### src/rtl/uart_cmd_pkg.sv
// Shared types and widths for the UART command receiver.
package uart_cmd_pkg;

    localparam int DATA_BITS = 8;
    localparam int CMD_W     = 16;

    typedef enum logic [1:0] {IDLE, START, DATA, STOP} rx_state_t;
    typedef enum logic       {HIGH, LOW}               asm_state_t;

endpackage

### src/rtl/uart_rx_core.sv
// 8N1 UART byte receiver: RX synchronizer, mid-bit sampling, one-cycle byte_rdy / frame_err.
module uart_rx_core
    import uart_cmd_pkg::*;
#(
    parameter int BAUD_DIV = 2604
) (
    input  logic                 clk,
    input  logic                 rst,
    input  logic                 rx,
    output logic [DATA_BITS-1:0] rx_byte,
    output logic                 byte_rdy,
    output logic                 frame_err
);

    localparam logic [11:0] HALF_CNT = 12'(BAUD_DIV / 2 - 1);
    localparam logic [11:0] FULL_CNT = 12'(BAUD_DIV - 1);
    localparam logic [2:0]  LAST_BIT = 3'(DATA_BITS - 1);

    if (BAUD_DIV < 16 || BAUD_DIV > 4095) begin : g_baud_chk
        $error("uart_rx_core: BAUD_DIV must be within 16..4095");
    end

    logic             rx_s1, rx_s2, rx_d;
    rx_state_t        state;
    logic [11:0]      baud_cnt;
    logic [2:0]       bit_cnt;
    logic [DATA_BITS:0] shreg;
    logic             done;
    logic             tick;

    assign tick = (baud_cnt == 12'd0);

    // Stop bit lands in shreg[8]; data sits in shreg[7:0] once the frame is done.
    assign rx_byte   = shreg[DATA_BITS-1:0];
    assign byte_rdy  = done &  shreg[DATA_BITS];
    assign frame_err = done & ~shreg[DATA_BITS];

    always_ff @(posedge clk) begin
        if (rst) begin
            rx_s1    <= 1'b1;
            rx_s2    <= 1'b1;
            rx_d     <= 1'b1;
            state    <= IDLE;
            baud_cnt <= '0;
            bit_cnt  <= '0;
            shreg    <= '0;
            done     <= 1'b0;
        end else begin
            rx_s1 <= rx;
            rx_s2 <= rx_s1;
            rx_d  <= rx_s2;
            done  <= 1'b0;
            if (state != IDLE)
                baud_cnt <= tick ? FULL_CNT : baud_cnt - 12'd1;
            case (state)
                IDLE: begin
                    if (rx_d && !rx_s2) begin
                        baud_cnt <= HALF_CNT;
                        state    <= START;
                    end
                end
                START: begin
                    if (tick) begin
                        bit_cnt <= '0;
                        state   <= rx_s2 ? IDLE : DATA;
                    end
                end
                DATA: begin
                    if (tick) begin
                        shreg   <= {rx_s2, shreg[DATA_BITS:1]};
                        bit_cnt <= bit_cnt + 3'd1;
                        if (bit_cnt == LAST_BIT)
                            state <= STOP;
                    end
                end
                STOP: begin
                    // Back to IDLE immediately so a back-to-back start bit is not missed.
                    if (tick) begin
                        shreg <= {rx_s2, shreg[DATA_BITS:1]};
                        done  <= 1'b1;
                        state <= IDLE;
                    end
                end
                default: state <= IDLE;
            endcase
        end
    end

endmodule

### src/rtl/uart_cmd_rx.sv
// Reassembles received UART bytes into 16-bit commands (high byte first).
// Optional CMD_TIMEOUT_EN: drop a lone high byte after TIMEOUT_CYC idle cycles.
module uart_cmd_rx
    import uart_cmd_pkg::*;
#(
    parameter int BAUD_DIV    = 2604,
    parameter int TIMEOUT_CYC = 1000000
) (
    input  logic             clk,
    input  logic             rst,
    input  logic             RX,
    input  logic             clr_cmd_rdy,
    output logic [CMD_W-1:0] cmd,
    output logic             cmd_rdy,
    output logic             frame_err,
    output logic             overrun
);

    if (TIMEOUT_CYC < 2) begin : g_to_chk
        $error("uart_cmd_rx: TIMEOUT_CYC must be at least 2");
    end

    logic [DATA_BITS-1:0] rx_byte;
    logic                 byte_rdy;
    logic [DATA_BITS-1:0] hi_byte;
    asm_state_t           asm_st;
    logic                 to_hit;

    uart_rx_core #(.BAUD_DIV(BAUD_DIV)) u_core (
        .clk       (clk),
        .rst       (rst),
        .rx        (RX),
        .rx_byte   (rx_byte),
        .byte_rdy  (byte_rdy),
        .frame_err (frame_err)
    );

`ifdef CMD_TIMEOUT_EN
    localparam int TO_W = $clog2(TIMEOUT_CYC);
    logic [TO_W-1:0] to_cnt;

    assign to_hit = (asm_st == LOW) && (to_cnt == TO_W'(TIMEOUT_CYC - 1));

    // Held at zero in HIGH, so every entry to LOW starts a fresh count.
    always_ff @(posedge clk) begin
        if (rst || asm_st == HIGH)
            to_cnt <= '0;
        else
            to_cnt <= to_cnt + TO_W'(1);
    end
`else
    assign to_hit = 1'b0;
`endif

    always_ff @(posedge clk) begin
        if (rst) begin
            asm_st  <= HIGH;
            hi_byte <= '0;
            cmd     <= '0;
            cmd_rdy <= 1'b0;
            overrun <= 1'b0;
        end else begin
            overrun <= 1'b0;
            if (clr_cmd_rdy)
                cmd_rdy <= 1'b0;
            case (asm_st)
                HIGH: begin
                    if (byte_rdy) begin
                        hi_byte <= rx_byte;
                        asm_st  <= LOW;
                    end
                end
                LOW: begin
                    // Completion beats both a same-cycle clear and a same-cycle timeout.
                    if (byte_rdy) begin
                        cmd     <= {hi_byte, rx_byte};
                        cmd_rdy <= 1'b1;
                        overrun <= cmd_rdy & ~clr_cmd_rdy;
                        asm_st  <= HIGH;
                    end else if (frame_err || to_hit) begin
                        asm_st <= HIGH;
                    end
                end
                default: asm_st <= HIGH;
            endcase
        end
    end

endmodule

### config.mk
export PLATFORM = sky130hd
export DESIGN_NAME = uart_cmd_rx
export DESIGN_NICKNAME = d
export VERILOG_FILES = /design/src/rtl/uart_cmd_pkg.sv /design/src/rtl/uart_rx_core.sv /design/src/rtl/uart_cmd_rx.sv
export SDC_FILE = /design/constraint.sdc
export NUM_CORES = 1
export LEC_CHECK = 0
export BUFFER_PORTS_ARGS = -buffer_cell sky130_fd_sc_hd__buf_2
export CAP_MARGIN = 10
export CORE_MARGIN = 5
export CORE_UTILIZATION = 43
export DETAILED_ROUTE_END_ITERATION = 8
export PLACE_DENSITY = 0.69
export SLEW_MARGIN = 10
export SYNTH_ARGS = -nofsm -noshare
export SYNTH_HDL_FRONTEND = slang
export SYNTH_SLANG_ARGS = --single-unit
### constraint.sdc
create_clock -name clk -period 1.8 [get_ports clk]
set_input_delay 0.36 -clock clk [delete_from_list [all_inputs] [get_ports clk]]
set_output_delay 0.36 -clock clk [all_outputs]
set_load 0.005 [all_outputs]
* After elaboration in Yosys (flattened, before gate mapping)
Cells that the tools add are included.
Word-level totals: bits in latches 0, input bits 4, RAM bits 0, ROM bits 0, memories 0, logic and storage cells 68, bits in registers 57
Operators by class: $lt $le $gt $ge 0, bitwise operators 8, shift-type cells 0, add/subtract/negate cells 2, divide/modulo/power cells 0, multiplexer cells 22, multipliers 0, reduce and logical (&&, ||, !) cells 14, equality and inequality tests 9
Operator list (count):
- $mux W12 | 4
- $logic_not A12 Y1 | 1
- $mux W2 | 6
- $sub A12 B1 Y12 const B | 1
- $ne A2 B1 Y1 const B | 5
- $pmux W2 S4 | 1
- $mux W1 | 7
- $mux W3 | 2
- $pmux W3 S2 | 1
- $reduce_and A2 Y1 | 3
- $not A1 Y1 | 5
- $reduce_and A5 Y1 | 1
- $eq A2 B2 Y1 const B | 2
- $reduce_bool A2 Y1 | 2
- $reduce_or A2 Y1 | 2
- $add A3 B1 Y3 const B | 1
- $and A1 B1 Y1 | 3
- $eq A3 B3 Y1 const B | 1
- $reduce_and A3 Y1 | 1
- $reduce_or A3 Y1 | 1
- $eq A2 B1 Y1 const B | 1
- $logic_not A2 Y1 | 1
- $pmux W1 S2 | 1
- $logic_and A1 B1 Y1 | 1
- $logic_not A1 Y1 | 1

* Depth between registers and ports, before layout
depth in word-level cells 5, mapped depth 7, mapped depth without buffers 6

* Modules after synthesis
A second synthesis with hierarchy kept.
Second synthesis, totals: cells, all modules 258, area, all modules 2493.6 um2
By module, submodules not included:
- uart_rx_core | cells an instance 160, seq. area each 600.6 um2, area an instance 1426.4 um2, instances 1
- uart_cmd_rx | cells an instance 98, seq. area each 540.5 um2, area an instance 1067.3 um2, instances 1

* Least setup slack after synthesis
No wires, ideal clock.
path type flip-flop to flip-flop, start register u_core.state[0], end register u_core.baud_cnt[10], arrival 1.906 ns, stages on the path, launching flop included 8, path slack -0.186 ns, required time 1.720 ns, setup time 0.080 ns, path through dfxtp_1 -> inv_1 -> ha_1 -> buf_6 -> or4b_4 -> nor4b_2 -> xnor2_1 -> a211oi_2
Between the ends: longest elaborated chain between the ends 4, elaborated cells on any way between the ends 5, those cells by class 3 x mux; 2 x reduce/logical
Ends and longest elaborated chain:
- start, declared | line uart_rx_core.sv:24 | rx_state_t state;
- start signal, assigned | line uart_rx_core.sv:65 | state <= rx_s2 ? IDLE : DATA;
- $reduce_bool A2 Y1 | line uart_rx_core.sv:53 | if (state != IDLE)
- $mux W12 | line uart_rx_core.sv:53
- $mux W12 | line uart_rx_core.sv:57 | if (rx_d && !rx_s2) begin
- $mux W12 * | line uart_rx_core.sv:55 | case (state)
- end signal, assigned | line uart_rx_core.sv:54 | baud_cnt <= tick ? FULL_CNT : baud_cnt - 12'd1;
- end, declared | line uart_rx_core.sv:25 | logic [11:0] baud_cnt;
Every way passes the cells marked *; elsewhere a longest branch is shown, timed or not. A chain may end at the register's enable or synchronous reset.

==> run metrics <==
Die X=84.3 um; pre-CTS setup slack=0.0181 ns; GRT Resource Usage Total=between 10 and 15%; vias in the first global route=1774; Slew headroom=62.5%; largest net degree at the start of global routing=33; Syn Nets=287; Worst Hold Depth=2; initial DRC count=149; average cell area after synthesis=8.63 sq um; initial antenna violation count=0; cell count after synthesis=275; Hold Path Class=input port to flip-flop; Die Span Y=84.3 um; Worst EP arrival=1.99 ns; WL final=4870 um; Worst Setup Start Kind=flip-flop; CTS clk-pin slew, worst paths=0.06 ns; hpwl dp=3330 um; GPL Wtd Cong=0.764; Synth-to-Final Area Change=20.7%; hold_ws=0.198 ns; Max Buffers Root-to-Sink=2; via count=about 1900; n_diodes=0; Hold Crit Start=RX; Distinct cells, synth=41; Crit-path slowest cell=or4b_4; leak pwr=around 1.1 nW; yosys warns=0; CTS Hold Bufs=0; worst clock skew=between 0.009 and 0.01 ns; Post-Route Utilization=52.7%; Crit path largest cell delay=roughly 0.53 ns; number of CTS-inserted buffers=9; H-Tree Level Count=3; FFs w/ async S/R, synth=0%; final worst slack=between 0.06 and 0.07 ns; Via density=5.02; crit end category=flip-flop; first-pass GRT wire length=roughly 8300 um; period utilisation layout=96.2%; measured slew at the worst slew-check pin=0.562 ns; # IOs=23; gr ovfl total=0; final net count=317; wire per inst=around 13 um; layout cell share with drive strength beyond 1=between 20% and 30%; R2R setup slack=0.07 ns; Fmax=578 MHz; total power=4.03 mW; CP Cell Sequence=inv_2, ha_4, or4b_4, nor4b_4, xnor2_1, a211oi_2; filler cell count=530; number of remaining DRC errors=0; run status=complete, no violations; Initial Utilization=43.6%; CP Max Fanout=4; register area share after synthesis=48.1%; synthesized flop and latch total=57; standard-cell rows=27; Worst R2R Path Depth=6; ANT nets after route=0; Hold Crit Endpoint=u_core.rx_s1; CTS tree=yes; Post-synth EDFFs=0; number of port buffers=22; clk sink count=57; VDD IR-drop max=0.622 mV; Clock Root Buffer=clkbuf_8; max-cap violation count=0; Post-Syn Area=0.00237 sq mm; worst skew pair latency=0.34 ns; minimum clock period=1.73 ns; DRT Pass-1 Iters=5; final setup fails=0; power density over the cells=about 1400 mW/mm^2; Crit Path Class=flip-flop to flip-flop; core outline area=0.00544 sq mm; die area=between 0.007 and 0.008 sq mm; Post-synth top flop=dfxtp_1; Final Hold Fails=0; CP Data Required Time=just over 2 ns; RR Endpoint=u_core.baud_cnt[8]; Final Slew Violations=0
==> report_power, final <==
group | total, mW | internal [mW] | switching [mW] | leakage (nW)
Clock | 1.29 | 0.777 | 0.513 | 0.0995
Combinational | 1.24 | 0.544 | 0.695 | 0.513
Sequential | 1.50 | 1.38 | 0.121 | 0.463
==> what timing repair did <==
| action | 4_1_cts | 5_1_grt |
|---|---|---|
| resized for setup | 0 | 4 |
| endpoints found under the hold margin | 0 | 0 |
| setup endpoints to repair | 0 | 3 |
| buffers inserted | 0 | 1 |
==> worst max-delay path, delay by kind of cell, from the launching register on <==
family | cells | cell delay (ns)
compound gates | 1 | 0.21
xor+xnor | 1 | 0.11
fa+ha+maj | 1 | 0.15
buf+inv | 1 | 0.05
flops | 1 | 0.36
simple gates | 2 | 0.77
==> worst max path at each step <==
stage                                   from                   to  slack, ns  depth (start not counted)
after global routing      u_core.baud_cnt[0]  u_core.baud_cnt[10]     -0.003                          6
after global placement             flip-flop  u_core.baud_cnt[10]       0.05                          6
final                              flip-flop   u_core.baud_cnt[8]       0.07                          6
after CTS                          flip-flop  u_core.baud_cnt[10]      0.009                          6
after floorplan              u_core.state[0]  u_core.baud_cnt[10]      -0.04                          7
after detailed placement           flip-flop  u_core.baud_cnt[10]       0.02                          6
==> kinds of logic (layout without fill, tap and decap cells) <==
| kind of cell | count (synthesis) | count (layout) | share of synthesized area, % |
|---|---|---|---|
| and+or+nand+nor | 111 | 111 | 23.5 |
| xor gates and xnor gates | 8 | 8 | 2.95 |
| muxes | 4 | 4 | 1.69 |
| adders and majority gates | 8 | 8 | 4.22 |
| AOI/OAI and AO/OA | 65 | 65 | 15.7 |
| buffers and inverters | 22 | 57 | 3.85 |
| DFF | 57 | 57 | 48.1 |
==> cell type report <==
class	count	area, sq um	share of cell area [%]
clock inverter	5	80.1	2.79
clock buffer	11	131	4.59
multi-input combinational	196	1170	41.0
tap	72	90.1	3.14
timing repair buffer	35	220	7.69
sequential	57	1150	40.0
inverter	6	22.5	0.786
==> cell usage in the layout (no fill, tap or decap), types with 3 or more instances in the layout <==
master / instances
clkbuf_8: 9
nand2_1: 52
buf_2: 22
nand3b_1: 3
o21ai_1: 9
nor2_1: 11
inv_1: 3
or2_2: 4
xor2_1: 5
nand2b_1: 9
nand3_1: 12
mux2i_1: 4
dfxtp_1: 54
xnor2_1: 3
ha_1: 6
a31oi_1: 3
nor3_1: 4
a21oi_1: 39
buf_4: 12
inv_2: 3
==> per-layer routing <==
| metal | routed length (um) | vias to the layer above | global-route usage (%) |
|---|---|---|---|
| met5 | 0 | - | 0 |
| met4 | 82 | 0 | 5.85 |
| met3 | 252 | 10 | 5.69 |
| met2 | 2170 | 33 | 21.4 |
| met1 | 2360 | 873 | 19.1 |
| li1 | - | 1002 | - |
==> sequential cells by signal, summed over array words and instances, names as in the netlist, named ones only <==
| register | cells |
|---|---|
| u_core.state | 1 |
| u_core.rx_s1 | 1 |
| u_core.bit_cnt | 3 |
| u_core.rx_d | 1 |
| overrun | 1 |
| u_core.rx_s2 | 1 |
| asm_st | 1 |
| cmd_rdy | 1 |
| u_core.done | 1 |
| hi_byte | 8 |
| u_core.baud_cnt | 12 |
| u_core.shreg | 9 |
| cmd | 16 |
==> per-stage QoR <==
stage,setup TNS (ns),cells,area [sq um]
6_report,0,382,2870
2_1_floorplan,-0.0751,275,2410
5_1_grt,-0.00261,382,2870
3_5_place_dp,0,365,2640
4_1_cts,0,381,2850
3_3_place_gp,0,365,2640
==> Yosys cell counts (all sizes together), types with 2 or more instances <==
master  count  area, sq um
xnor2       3         26.3
inv         6         22.5
buf         2         16.3
a211oi      4         40.0
nor4b       2         30.0
ha          8          100
nor3        4         20.0
nand2      52          195
o21ai      11         55.1
a31oi       3         18.8
mux2i       4         40.0
nor2       11         41.3
dfxtp      57         1140
xor2        5         43.8
clkbuf     14         52.6
nand3      12         60.1
nand3b      3         22.5
nand4       2         12.5
or2         6         37.5
a21oi      39          195
nor4        3         25.0
nand2b      9         56.3
nor2b       2         12.5
Power figures use the tool's default switching activity.
